[config.mk]
export PLATFORM = sky130hd
export DESIGN_NAME = timer_arbiter
export DESIGN_NICKNAME = d
export VERILOG_FILES = /design/src/rtl/timer_pkg.sv /design/src/rtl/timer_rr_pick.sv /design/src/rtl/timer_arbiter.sv
export SDC_FILE = /design/constraint.sdc
export NUM_CORES = 1
export LEC_CHECK = 0
export CAP_MARGIN = 0
export CORE_MARGIN = 10
export CORE_UTILIZATION = 53
export DETAILED_ROUTE_END_ITERATION = 7
export GPL_ROUTABILITY_DRIVEN = 0
export PLACE_DENSITY = 0.92
export REMOVE_ABC_BUFFERS = 1
export SETUP_SLACK_MARGIN = 0.5
export SLEW_MARGIN = 10
export SYNTH_ARGS = -nofsm -noshare
export SYNTH_HDL_FRONTEND = slang
export SYNTH_SLANG_ARGS = --single-unit
[constraint.sdc]
create_clock -name clk -period 2.8 [get_ports clk]
set_input_delay 0.56 -clock clk [delete_from_list [all_inputs] [get_ports clk]]
set_output_delay 0.56 -clock clk [all_outputs]
set_load 0.05 [all_outputs]
[src/rtl/timer_pkg.sv]
// -----------------------------------------------------------------------------
// timer_pkg
// Shared definitions for the millisecond timer arbiter:
//   CLK_FREQ_HZ_DEF  default system clock frequency
//   MS_W             width of a delay in milliseconds
//   state_e          engine FSM states
//   ticks_per_ms()   clk cycles per millisecond for a given clock frequency
//   safe_clog2()     $clog2 that never returns a zero width
// -----------------------------------------------------------------------------
package timer_pkg;

    localparam int CLK_FREQ_HZ_DEF = 27_000_000;
    localparam int MS_W            = 16;

    typedef enum logic [1:0] {
        IDLE   = 2'd0,
        LOAD   = 2'd1,
        RUN    = 2'd2,
        FINISH = 2'd3
    } state_e;

    function automatic int ticks_per_ms(input int clk_freq_hz);
        return clk_freq_hz / 1000;
    endfunction

    // A one-tick millisecond would give $clog2() == 0; keep at least one bit.
    function automatic int safe_clog2(input int value);
        return (value > 1) ? $clog2(value) : 1;
    endfunction

endpackage

[src/rtl/timer_rr_pick.sv]
// -----------------------------------------------------------------------------
// timer_rr_pick
// Combinational round-robin selector: returns the first set request at or
// after the round-robin pointer, wrapping around NUM_REQ.
//   i_req     request vector (one bit per requester)
//   i_rr_ptr  index with the highest priority this cycle
//   o_valid   at least one request is set
//   o_owner   index of the selected request (0 when none)
// -----------------------------------------------------------------------------
module timer_rr_pick #(
    parameter int NUM_REQ = 4
) (
    input  logic [NUM_REQ-1:0]         i_req,
    input  logic [$clog2(NUM_REQ)-1:0] i_rr_ptr,
    output logic                       o_valid,
    output logic [$clog2(NUM_REQ)-1:0] o_owner
);

    localparam int IDX_W = $clog2(NUM_REQ);

    function automatic int wrap_idx(input int base, input int offset);
        int sum;
        sum = base + offset;
        if (sum >= NUM_REQ) begin
            sum = sum - NUM_REQ;
        end
        return sum;
    endfunction

    logic [IDX_W-1:0] w_idx;

    // Walk from the farthest offset down to offset 0 so the closest match to
    // the pointer is the one left standing.
    always_comb begin
        // NOTE: every output of a combinational block gets a default before any
        // branch; a path that leaves one unassigned infers a latch.
        o_valid = 1'b0;
        o_owner = '0;
        w_idx   = '0;
        for (int k = NUM_REQ - 1; k >= 0; k--) begin
            w_idx = IDX_W'(wrap_idx(int'(i_rr_ptr), k));
            if (i_req[w_idx]) begin
                o_valid = 1'b1;
                o_owner = w_idx;
            end
        end
    end

endmodule

[src/rtl/timer_arbiter.sv]
// -----------------------------------------------------------------------------
// timer_arbiter
// Shares one millisecond countdown engine between NUM_REQ requesters. Each
// requester posts a delay in ms, the request is queued, granted round-robin,
// counted down, and answered with a one-cycle done pulse plus an optional
// latched interrupt.
//   clk, rst_n    system clock, asynchronous active-low reset
//   req_start     per-requester start pulse; req_ms slice sampled with it
//   req_ms        NUM_REQ x 16-bit delays in ms
//   req_cancel    withdraw a pending or running request
//   irq_en        per-requester interrupt enable (sampled in FINISH)
//   irq_ack       clear the matching irq_pending bit
//   req_pending   queued, not yet granted
//   req_active    one-hot owner of the engine, 0 when idle
//   req_done      one-cycle completion pulse
//   irq_pending   latched interrupt per requester
//   irq           OR of irq_pending
// -----------------------------------------------------------------------------
module timer_arbiter
    import timer_pkg::*;
#(
    parameter int NUM_REQ     = 4,
    parameter int CLK_FREQ_HZ = CLK_FREQ_HZ_DEF
) (
    input  logic                    clk,
    input  logic                    rst_n,
    input  logic [NUM_REQ-1:0]      req_start,
    input  logic [NUM_REQ*MS_W-1:0] req_ms,
    input  logic [NUM_REQ-1:0]      req_cancel,
    input  logic [NUM_REQ-1:0]      irq_en,
    input  logic [NUM_REQ-1:0]      irq_ack,
    output logic [NUM_REQ-1:0]      req_pending,
    output logic [NUM_REQ-1:0]      req_active,
    output logic [NUM_REQ-1:0]      req_done,
    output logic [NUM_REQ-1:0]      irq_pending,
    output logic                    irq
);

    localparam int TICKS_PER_MS = ticks_per_ms(CLK_FREQ_HZ);
    localparam int PRE_W        = safe_clog2(TICKS_PER_MS);
    localparam int IDX_W        = $clog2(NUM_REQ);

    localparam logic [PRE_W-1:0]   PRE_MAX  = PRE_W'(TICKS_PER_MS - 1);
    localparam logic [IDX_W-1:0]   LAST_IDX = IDX_W'(NUM_REQ - 1);
    localparam logic [NUM_REQ-1:0] ONE_HOT0 = NUM_REQ'(1);
    localparam logic [MS_W-1:0]    MS_ONE   = MS_W'(1);

    // -------------------------------------------------------------------------
    // State
    // -------------------------------------------------------------------------
    state_e             r_state;
    logic [IDX_W-1:0]   r_owner;
    logic [IDX_W-1:0]   r_rr_ptr;
    logic [MS_W-1:0]    r_counter;
    logic [PRE_W-1:0]   r_prescaler;
    logic [NUM_REQ-1:0] r_pending;
    logic [NUM_REQ-1:0] r_active;
    logic [NUM_REQ-1:0] r_done;
    logic [NUM_REQ-1:0] r_irq_pending;
    logic [MS_W-1:0]    r_ms_lat [NUM_REQ];

    // -------------------------------------------------------------------------
    // Next-state wires
    // -------------------------------------------------------------------------
    state_e             w_state_nxt;
    logic [IDX_W-1:0]   w_owner_nxt;
    logic [IDX_W-1:0]   w_rr_ptr_nxt;
    logic [MS_W-1:0]    w_counter_nxt;
    logic [PRE_W-1:0]   w_prescaler_nxt;
    logic [NUM_REQ-1:0] w_active_nxt;
    logic [NUM_REQ-1:0] w_done_nxt;
    logic [NUM_REQ-1:0] w_grant_clr;
    logic [NUM_REQ-1:0] w_irq_set;
    logic [NUM_REQ-1:0] w_pending_nxt;
    logic [NUM_REQ-1:0] w_irq_pending_nxt;

    logic [NUM_REQ-1:0] w_accept;
    logic [NUM_REQ-1:0] w_owner_oh;
    logic [IDX_W-1:0]   w_rr_after_owner;
    logic [MS_W-1:0]    w_owner_ms;
    logic               w_owner_cancel;

    logic [NUM_REQ-1:0] w_pick_req;
    logic               w_pick_valid;
    logic [IDX_W-1:0]   w_pick_idx;

    // A start is taken only from an idle requester; a cancel in the same
    // cycle suppresses it.
    assign w_accept         = req_start & ~r_pending & ~r_active & ~req_cancel;
    assign w_owner_oh       = ONE_HOT0 << r_owner;
    assign w_rr_after_owner = (r_owner == LAST_IDX) ? '0 : r_owner + 1'b1;
    assign w_owner_ms       = r_ms_lat[r_owner];
    assign w_owner_cancel   = req_cancel[r_owner];

    // A request being cancelled this cycle is not eligible for the grant.
    assign w_pick_req = r_pending & ~req_cancel;

    timer_rr_pick #(
        .NUM_REQ (NUM_REQ)
    ) u_rr_pick (
        .i_req    (w_pick_req),
        .i_rr_ptr (r_rr_ptr),
        .o_valid  (w_pick_valid),
        .o_owner  (w_pick_idx)
    );

    // -------------------------------------------------------------------------
    // Engine FSM: next state and datapath
    // -------------------------------------------------------------------------
    always_comb begin
        w_state_nxt     = r_state;
        w_owner_nxt     = r_owner;
        w_rr_ptr_nxt    = r_rr_ptr;
        w_counter_nxt   = r_counter;
        w_prescaler_nxt = r_prescaler;
        w_active_nxt    = r_active;
        w_done_nxt      = '0;
        w_grant_clr     = '0;
        w_irq_set       = '0;

        case (r_state)
            IDLE: begin
                if (w_pick_valid) begin
                    w_owner_nxt  = w_pick_idx;
                    w_active_nxt = ONE_HOT0 << w_pick_idx;
                    w_grant_clr  = ONE_HOT0 << w_pick_idx;
                    w_state_nxt  = LOAD;
                end
            end

            LOAD: begin
                if (w_owner_cancel) begin
                    w_active_nxt = '0;
                    w_rr_ptr_nxt = w_rr_after_owner;
                    w_state_nxt  = IDLE;
                end else begin
                    w_counter_nxt   = w_owner_ms;
                    w_prescaler_nxt = '0;
                    if (w_owner_ms == '0) begin
                        w_done_nxt  = w_owner_oh;
                        w_state_nxt = FINISH;
                    end else begin
                        w_state_nxt = RUN;
                    end
                end
            end

            RUN: begin
                if (w_owner_cancel) begin
                    w_active_nxt = '0;
                    w_rr_ptr_nxt = w_rr_after_owner;
                    w_state_nxt  = IDLE;
                end else if (r_prescaler == PRE_MAX) begin
                    // One millisecond elapsed; the counter is never 0 here
                    // because LOAD routes a zero delay straight to FINISH.
                    w_prescaler_nxt = '0;
                    w_counter_nxt   = r_counter - MS_ONE;
                    if (r_counter == MS_ONE) begin
                        w_done_nxt  = w_owner_oh;
                        w_state_nxt = FINISH;
                    end
                end else begin
                    w_prescaler_nxt = r_prescaler + 1'b1;
                end
            end

            FINISH: begin
                // Cancel is ignored here: completion is already committed.
                w_irq_set    = irq_en[r_owner] ? w_owner_oh : '0;
                w_rr_ptr_nxt = w_rr_after_owner;
                w_active_nxt = '0;
                w_state_nxt  = IDLE;
            end

            default: begin
                w_active_nxt = '0;
                w_state_nxt  = IDLE;
            end
        endcase
    end

    assign w_pending_nxt     = (r_pending | w_accept) & ~req_cancel & ~w_grant_clr;
    // A completion in the same cycle as an acknowledge keeps the interrupt.
    assign w_irq_pending_nxt = (r_irq_pending & ~irq_ack) | w_irq_set;

    // -------------------------------------------------------------------------
    // Registers
    // -------------------------------------------------------------------------
    // NOTE: sequential state uses non-blocking assignments so every flop
    // samples the values from before the edge, regardless of statement order.
    always_ff @(posedge clk or negedge rst_n) begin
        if (!rst_n) begin
            r_state       <= IDLE;
            r_owner       <= '0;
            r_rr_ptr      <= '0;
            r_counter     <= '0;
            r_prescaler   <= '0;
            r_pending     <= '0;
            r_active      <= '0;
            r_done        <= '0;
            r_irq_pending <= '0;
        end else begin
            r_state       <= w_state_nxt;
            r_owner       <= w_owner_nxt;
            r_rr_ptr      <= w_rr_ptr_nxt;
            r_counter     <= w_counter_nxt;
            r_prescaler   <= w_prescaler_nxt;
            r_pending     <= w_pending_nxt;
            r_active      <= w_active_nxt;
            r_done        <= w_done_nxt;
            r_irq_pending <= w_irq_pending_nxt;
        end
    end

    // NOTE: the delay latches are a small register array, not a RAM, and must
    // read as 0 after reset, so they sit on the async reset like any flop.
    always_ff @(posedge clk or negedge rst_n) begin
        if (!rst_n) begin
            for (int i = 0; i < NUM_REQ; i++) begin
                r_ms_lat[i] <= '0;
            end
        end else begin
            for (int i = 0; i < NUM_REQ; i++) begin
                if (w_accept[i]) begin
                    r_ms_lat[i] <= req_ms[MS_W*i +: MS_W];
                end
            end
        end
    end

    // -------------------------------------------------------------------------
    // Outputs
    // -------------------------------------------------------------------------
    assign req_pending = r_pending;
    assign req_active  = r_active;
    assign req_done    = r_done;
    assign irq_pending = r_irq_pending;
    assign irq         = |r_irq_pending;

endmodule

## Word level (Yosys, flattened, before mapping)

Cells that the tools add are included.

- Flip-flop bits (word level): 117
- Latch bits: 0
- Bits in writable memories: 0
- ROM bits: 0
- Bits of input ports: 82
- Output and inout bits: 17
- Word-level logic and storage cells: 133
- Memories kept: 0

- $add $sub $neg: 10
- Multipliers: 0
- Div/mod/pow operators: 0
- $lt $le $gt $ge: 10
- Equal/unequal tests: 13
- Shifts and indexed selects: 2
- Multiplexer cells: 58
- Bitwise operators: 15
- Reductions and logical operators: 12

Operators with widths:

| operator | count |
|---|---|
| $mux W16 | 5 |
| $mux W15 | 3 |
| $mux W4 | 11 |
| $bmux W16 S2 | 1 |
| $pmux W16 S2 | 1 |
| $mux W2 | 15 |
| $pmux W15 S2 | 1 |
| $and A4 B4 Y4 | 7 |
| $not A4 Y4 | 5 |
| $eq A16 B1 Y1 const B | 1 |
| $logic_not A16 Y1 | 1 |
| $sub A16 B1 Y16 const B | 1 |
| $add A15 B1 Y15 const B | 1 |
| $eq A15 B15 Y1 const B | 1 |
| $lt A2 B3 Y1 const B | 5 |
| $bmux W1 S2 | 6 |
| $ge A3 B3 Y1 const B | 4 |
| $pmux W4 S3 | 1 |
| $mux W1 | 11 |
| $or A4 B4 Y4 | 2 |
| $pmux W2 S4 | 1 |
| $pmux W4 S2 | 1 |
| $shl A1 B2 Y4 const A | 2 |
| $sub A2 B1 Y2 const B | 4 |
| other kinds (18) | 29 |

## Depth between registers and ports, before layout

- Word-level depth: 14
- Gate-level depth with buffers: 10
- Gate-level depth less buffers: 7

## Hierarchy

Synthesis repeated with hierarchy kept, for this count alone.

- Cell total of the unflattened synthesis: 485
- Area total of the unflattened synthesis: 5859.4 um2

By module, submodules not included:

| module | times used | cells an instance | area an instance (um2) | seq. area each (um2) |
|---|---|---|---|---|
| timer_arbiter | 1 | 472 | 5781.8 | 2927.8 |
| timer_rr_pick | 1 | 13 | 77.6 | 0.0 |

## Worst setup path after synthesis

OpenSTA, ideal clock, no wires.

- Kind: reg2reg
- Start point: register r_counter[0]
- End point: register r_counter[14]
- Library setup time: 137 ps
- Arrival: 2091 ps
- Required time: 2663 ps
- Setup slack: 572 ps
- Stages on the path, launching flop included: 8
- Path buffers: 0
- Clock period less this slack: 2228 ps
- Cells stage by stage: dfrtp_1 -> inv_1 -> ha_1 -> or3b_2 -> or4_1 -> a2111oi_0 -> a21bo_1 -> a21oi_1

- Word-level cells in the longest chain between the ends: 4

Ends and longest elaborated chain:

| item | line | source |
|---|---|---|
| start: declaration | timer_arbiter.sv:54 | `logic [MS_W-1:0] r_counter;` |
| start signal: assignment | timer_arbiter.sv:206 | `r_counter <= w_counter_nxt;` |
| $sub A16 B1 Y16 | timer_arbiter.sv:157 | `w_counter_nxt = r_counter - MS_ONE;` |
| $mux W16 | timer_arbiter.sv:153 | `end else if (r_prescaler == PRE_MAX) begin` |
| $mux W16 | timer_arbiter.sv:149 | `if (w_owner_cancel) begin` |
| $pmux W16 S2 | timer_arbiter.sv:121 | `case (r_state)` |

Every way passes these cells. The select of a mux whose other input is x is not followed.
A chain may end at the register's enable or synchronous reset.

## Worst setup path in the final report

- Start point: register r_owner[0]
- End point: register r_counter[7]

- Word-level cells in the longest chain between the ends: 6
- Elaborated cells on any way between the ends: 11
- Classes of those cells: eq/ne: 2; mux: 7; bitwise: 1; reduce/logical: 1

Ends and longest elaborated chain:

| item | line | source |
|---|---|---|
| start: declaration | timer_arbiter.sv:52 | `logic [IDX_W-1:0] r_owner;` |
| start signal: assignment | timer_arbiter.sv:204 | `r_owner <= w_owner_nxt;` |
| $not A2 Y3 (not written as such) | timer_arbiter.sv:92 | `assign w_owner_ms = r_ms_lat[r_owner];` |
| $bmux W16 S2 | timer_arbiter.sv:92 |  |
| $mux W16 (not written as such) (2 in a row) | timer_arbiter.sv:92 |  |
| $mux W16 | timer_arbiter.sv:132 | `if (w_owner_cancel) begin` |
| $pmux W16 S2 | timer_arbiter.sv:121 |  |

Several ways; a longest one is shown, not always the timed one. The select of a mux whose other input is x is not followed.

==> flow_summary.yaml <==
detailed_routing:
  drt_iter0_markers: 526
  ant_nets: 0
  avgRoutedWirePerCell_um: 21.8
  routed_wl_um: 16500
  detail_route.drc_violations: 0
  dr_total_vias: 4727
  avgViaCountPerCell: 6.24
  dr.pass1.iters: 5
critical_path:
  regToRegSetupSlack_ps: 550
  r2r_cells: 7
  cp_num_buf_inv: 2
  crit_required_ps: 3240
  cp_num_cells: 7
  worstPathMaxFanout: 25
  endpoint_kind: "flip-flop"
  rr_startpoint: "r_owner[0]$_DFFE_PN0P_"
  timing.rr.end: "r_counter[7]$_DFFE_PN0P_"
  arrival_ps: 2690
  critPathMaxStageDelay_ps: 540
  cp_top_family: "multiplexers"
  cp-start-kind: "flip-flop"
  worstSetupEndpoint: "r_counter[7]$_DFFE_PN0P_"
  crit_path_cell_trace: "buf_12 > mux4_2 > or2_1 > a21oi_2 > buf_12 > o22ai_1 > a21oi_1"
  cp_slowest_cell: "mux4_2"
  crit_type: "reg -> reg"
  startpoint: "r_owner[0]$_DFFE_PN0P_"
  crit_top_cell: "buf_12"
grt:
  grt_pass1_vias: 4935
  top_usage_layer: "met2"
  grt_usage: 0.198
  grt_pass1_wl_um: 25300
  antenna_found_initial: 0
  grt_start_max_net_pins: 54
  overflow: 0
  grt_use_met3: 0.0540
  use_met2: 0.350
  globalRouteMet1Util: 0.220
floorplan:
  core_area_um2: 10700
  die_h_um: 124
  die_w_um: 124
  fp-row-count: 38
  initial_core_util: 0.538
  dieArea_um2: 15500
  io_pins: 99
sta:
  worst_pin_slew_ps: 676
  slew_headroom: 0.549
  max_freq_mhz: 444
  setup_ws_ps: 549
  drv_slew: 0
  finalCriticalPeriod_ps: 2250
  rsz0062_at_grt: "false"
  setup_viol: 0
  hold_viol_final: 0
  final.setup_skew_ps: 8.49
  fin_crit_sh: 0.804
synth:
  synth-compound-area-share: 0.0912
  yosys_most_used_dff: "dfrtp_1"
  muxShareOfSynthArea: 0.204
  avgSynthCellArea_um2: 12.2
  syn-cell-area_um2: 5780
  synth_cell_types: 56
  yosysWarningCount: 0
  yosys.area_share.adder: 0.0238
  yosys.area_share.simple: 0.138
  yosysSeqAreaShare: 0.507
  synthArstFlopShare: 1.00
  synth_top_family_by_area: "multiplexers"
  synth_cells: 475
  yosys.area_share.xor_xnor: 0.0167
  synth_edf_count: 0
  synth-seq-cells: 117
clock_tree:
  cts_root_buffer: "clkbuf_8"
  clkTransAtPathRegs_ps: 60
  cts_tree: "built"
  cts.sink_count: 117
  insertion_delay_ps: 530
  postCtsHoldBufs: 0
  htreeDepth: 4
  cts_made_buffers: 17
  cts.path.max_buffers: 2
layout:
  area.growth.synth_to_final_pct: 36.1
  layout-drive-gt1-share: 0.285
  seqCellArea_um2: 2930
  final_common_cell: "dfrtp_1"
  layout.cells.most_common_list: "dfrtp_1 (116), clkdlybuf4s50_1 (87), mux2_2 (65)"
  diodes: 0
  fin_util: 0.732
  nFillCells: 665
  multi_input_area_um2: 2860
  fin_nets: 697
place:
  hpwl_um: 10500
  dp_slack_ps: 209
  portBuffers: 98
power:
  seqPwrFrac: 0.336
  switchingPower_mw: 3.08
  intPower_mw: 5.43
  power.leakage_nw: 3.28
  power_frac_clock: 0.260
  p_sw_frac: 0.362
  p_per_area_nw_per_um2: 1080
  ir_drop_mv: 0.541
  p_comb_frac: 0.405
  finalPower_mw: 8.51
outcome:
  status: "finished, final reports clean"
min_path:
  hp-class: "in -> async"
run:
  drv_cap: 0
-- stage by stage --
stage,setup TNS (ps),cell area [um^2],cells,hold WS [ps]
2_1_floorplan,-2380,5710,459,264
3_3_place_gp,0,7090,718,485
3_5_place_dp,0,7090,718,494
4_1_cts,0,7710,750,75.8
5_1_grt,0,7870,757,111
6_report,0,7870,757,69.9
-- logic make-up after synthesis --
logic type                 after synthesis
AOI/OAI and AO/OA                       81
xor gates and xnor gates                11
DFF                                    117
buffers and inverters                   28
muxes                                   87
adders and majority gates               11
and+or+nand+nor                        140
-- synth_stat cells, drive strengths merged (4+ instances only) --
cell type	instances	area (um^2)
and3	7	43.8
o22ai	10	62.6
nor4b	4	60.1
nand3	4	20.0
o21ai	20	100
dfrtp	117	2930
nand4	11	68.8
mux4	18	405
and2	5	31.3
or4	4	30.0
nor4	9	62.6
or3	4	30.0
inv	11	41.3
nor3	9	45.0
nor2	27	101
nand2	29	109
nor2b	4	25.0
xor2	7	61.3
clkbuf	9	33.8
nand2b	5	31.3
buf	7	35.0
ha	11	138
xnor2	4	35.0
a32o	6	61.3
a21oi	26	134
or2	8	50.1
mux2	66	743
-- routing by layer --
layer	share of wire	up-vias
met3	0.073	62
met1	0.38	2344
met2	0.52	267
li1	-	2054
met5	0	-
met4	0.033	0
-- power by group through the flow --
stage | Combinational (mW) | Sequential (mW) | Clock, mW
after floorplan | 1.96 | 2.87 | 0
after global placement | 2.93 | 2.76 | 0
after detailed placement | 3.08 | 2.82 | 0
after CTS | 3.12 | 2.81 | 2.22
after global routing | 3.68 | 2.92 | 2.30
final | 3.44 | 2.86 | 2.21
-- worst min path at each step --
| stage | startpoint | endpoint | slack, ps |
|---|---|---|---|
| global route | rst_n | req_done[0]$_DFF_PN0_ | 110 |
| detailed placement | r_ms_lat[19]$_DFFE_PN0P_ | r_ms_lat[19]$_DFFE_PN0P_ | 490 |
| global placement | r_ms_lat[17]$_DFFE_PN0P_ | r_ms_lat[17]$_DFFE_PN0P_ | 480 |
| floorplan | rst_n | irq_pending[0]$_DFF_PN0_ | 260 |
| finish | rst_n | req_done[0]$_DFF_PN0_ | 70 |
| CTS | rst_n | req_done[0]$_DFF_PN0_ | 80 |
-- final cells by class --
cell class	count	area share
repair buffers	126	0.158
multi-input cells	330	0.364
flip-flops and latches	117	0.372
inverters	12	0.00620
clock buffers	20	0.0579
well taps	140	0.0223
clock inverters	12	0.0194
-- timing repair --
item / 4_1_cts / 5_1_grt
endpoints found under the hold margin: 0 / 0
setup endpoints to repair: 16 / 22
setup buffers: 0 / 6
resized for setup: 14 / 18
gates cloned: 0 / 1
pin swaps: 0 / 3
-- state kept, by name, indices dropped and copies added (netlist names) --
name	count
r_ms_lat	64
r_counter	16
r_prescaler	15
irq_pending	4
req_active	4
req_done	4
req_pending	4
r_owner	2
r_rr_ptr	2
r_state	2
Note: power is estimated with default switching activity, not from simulation.
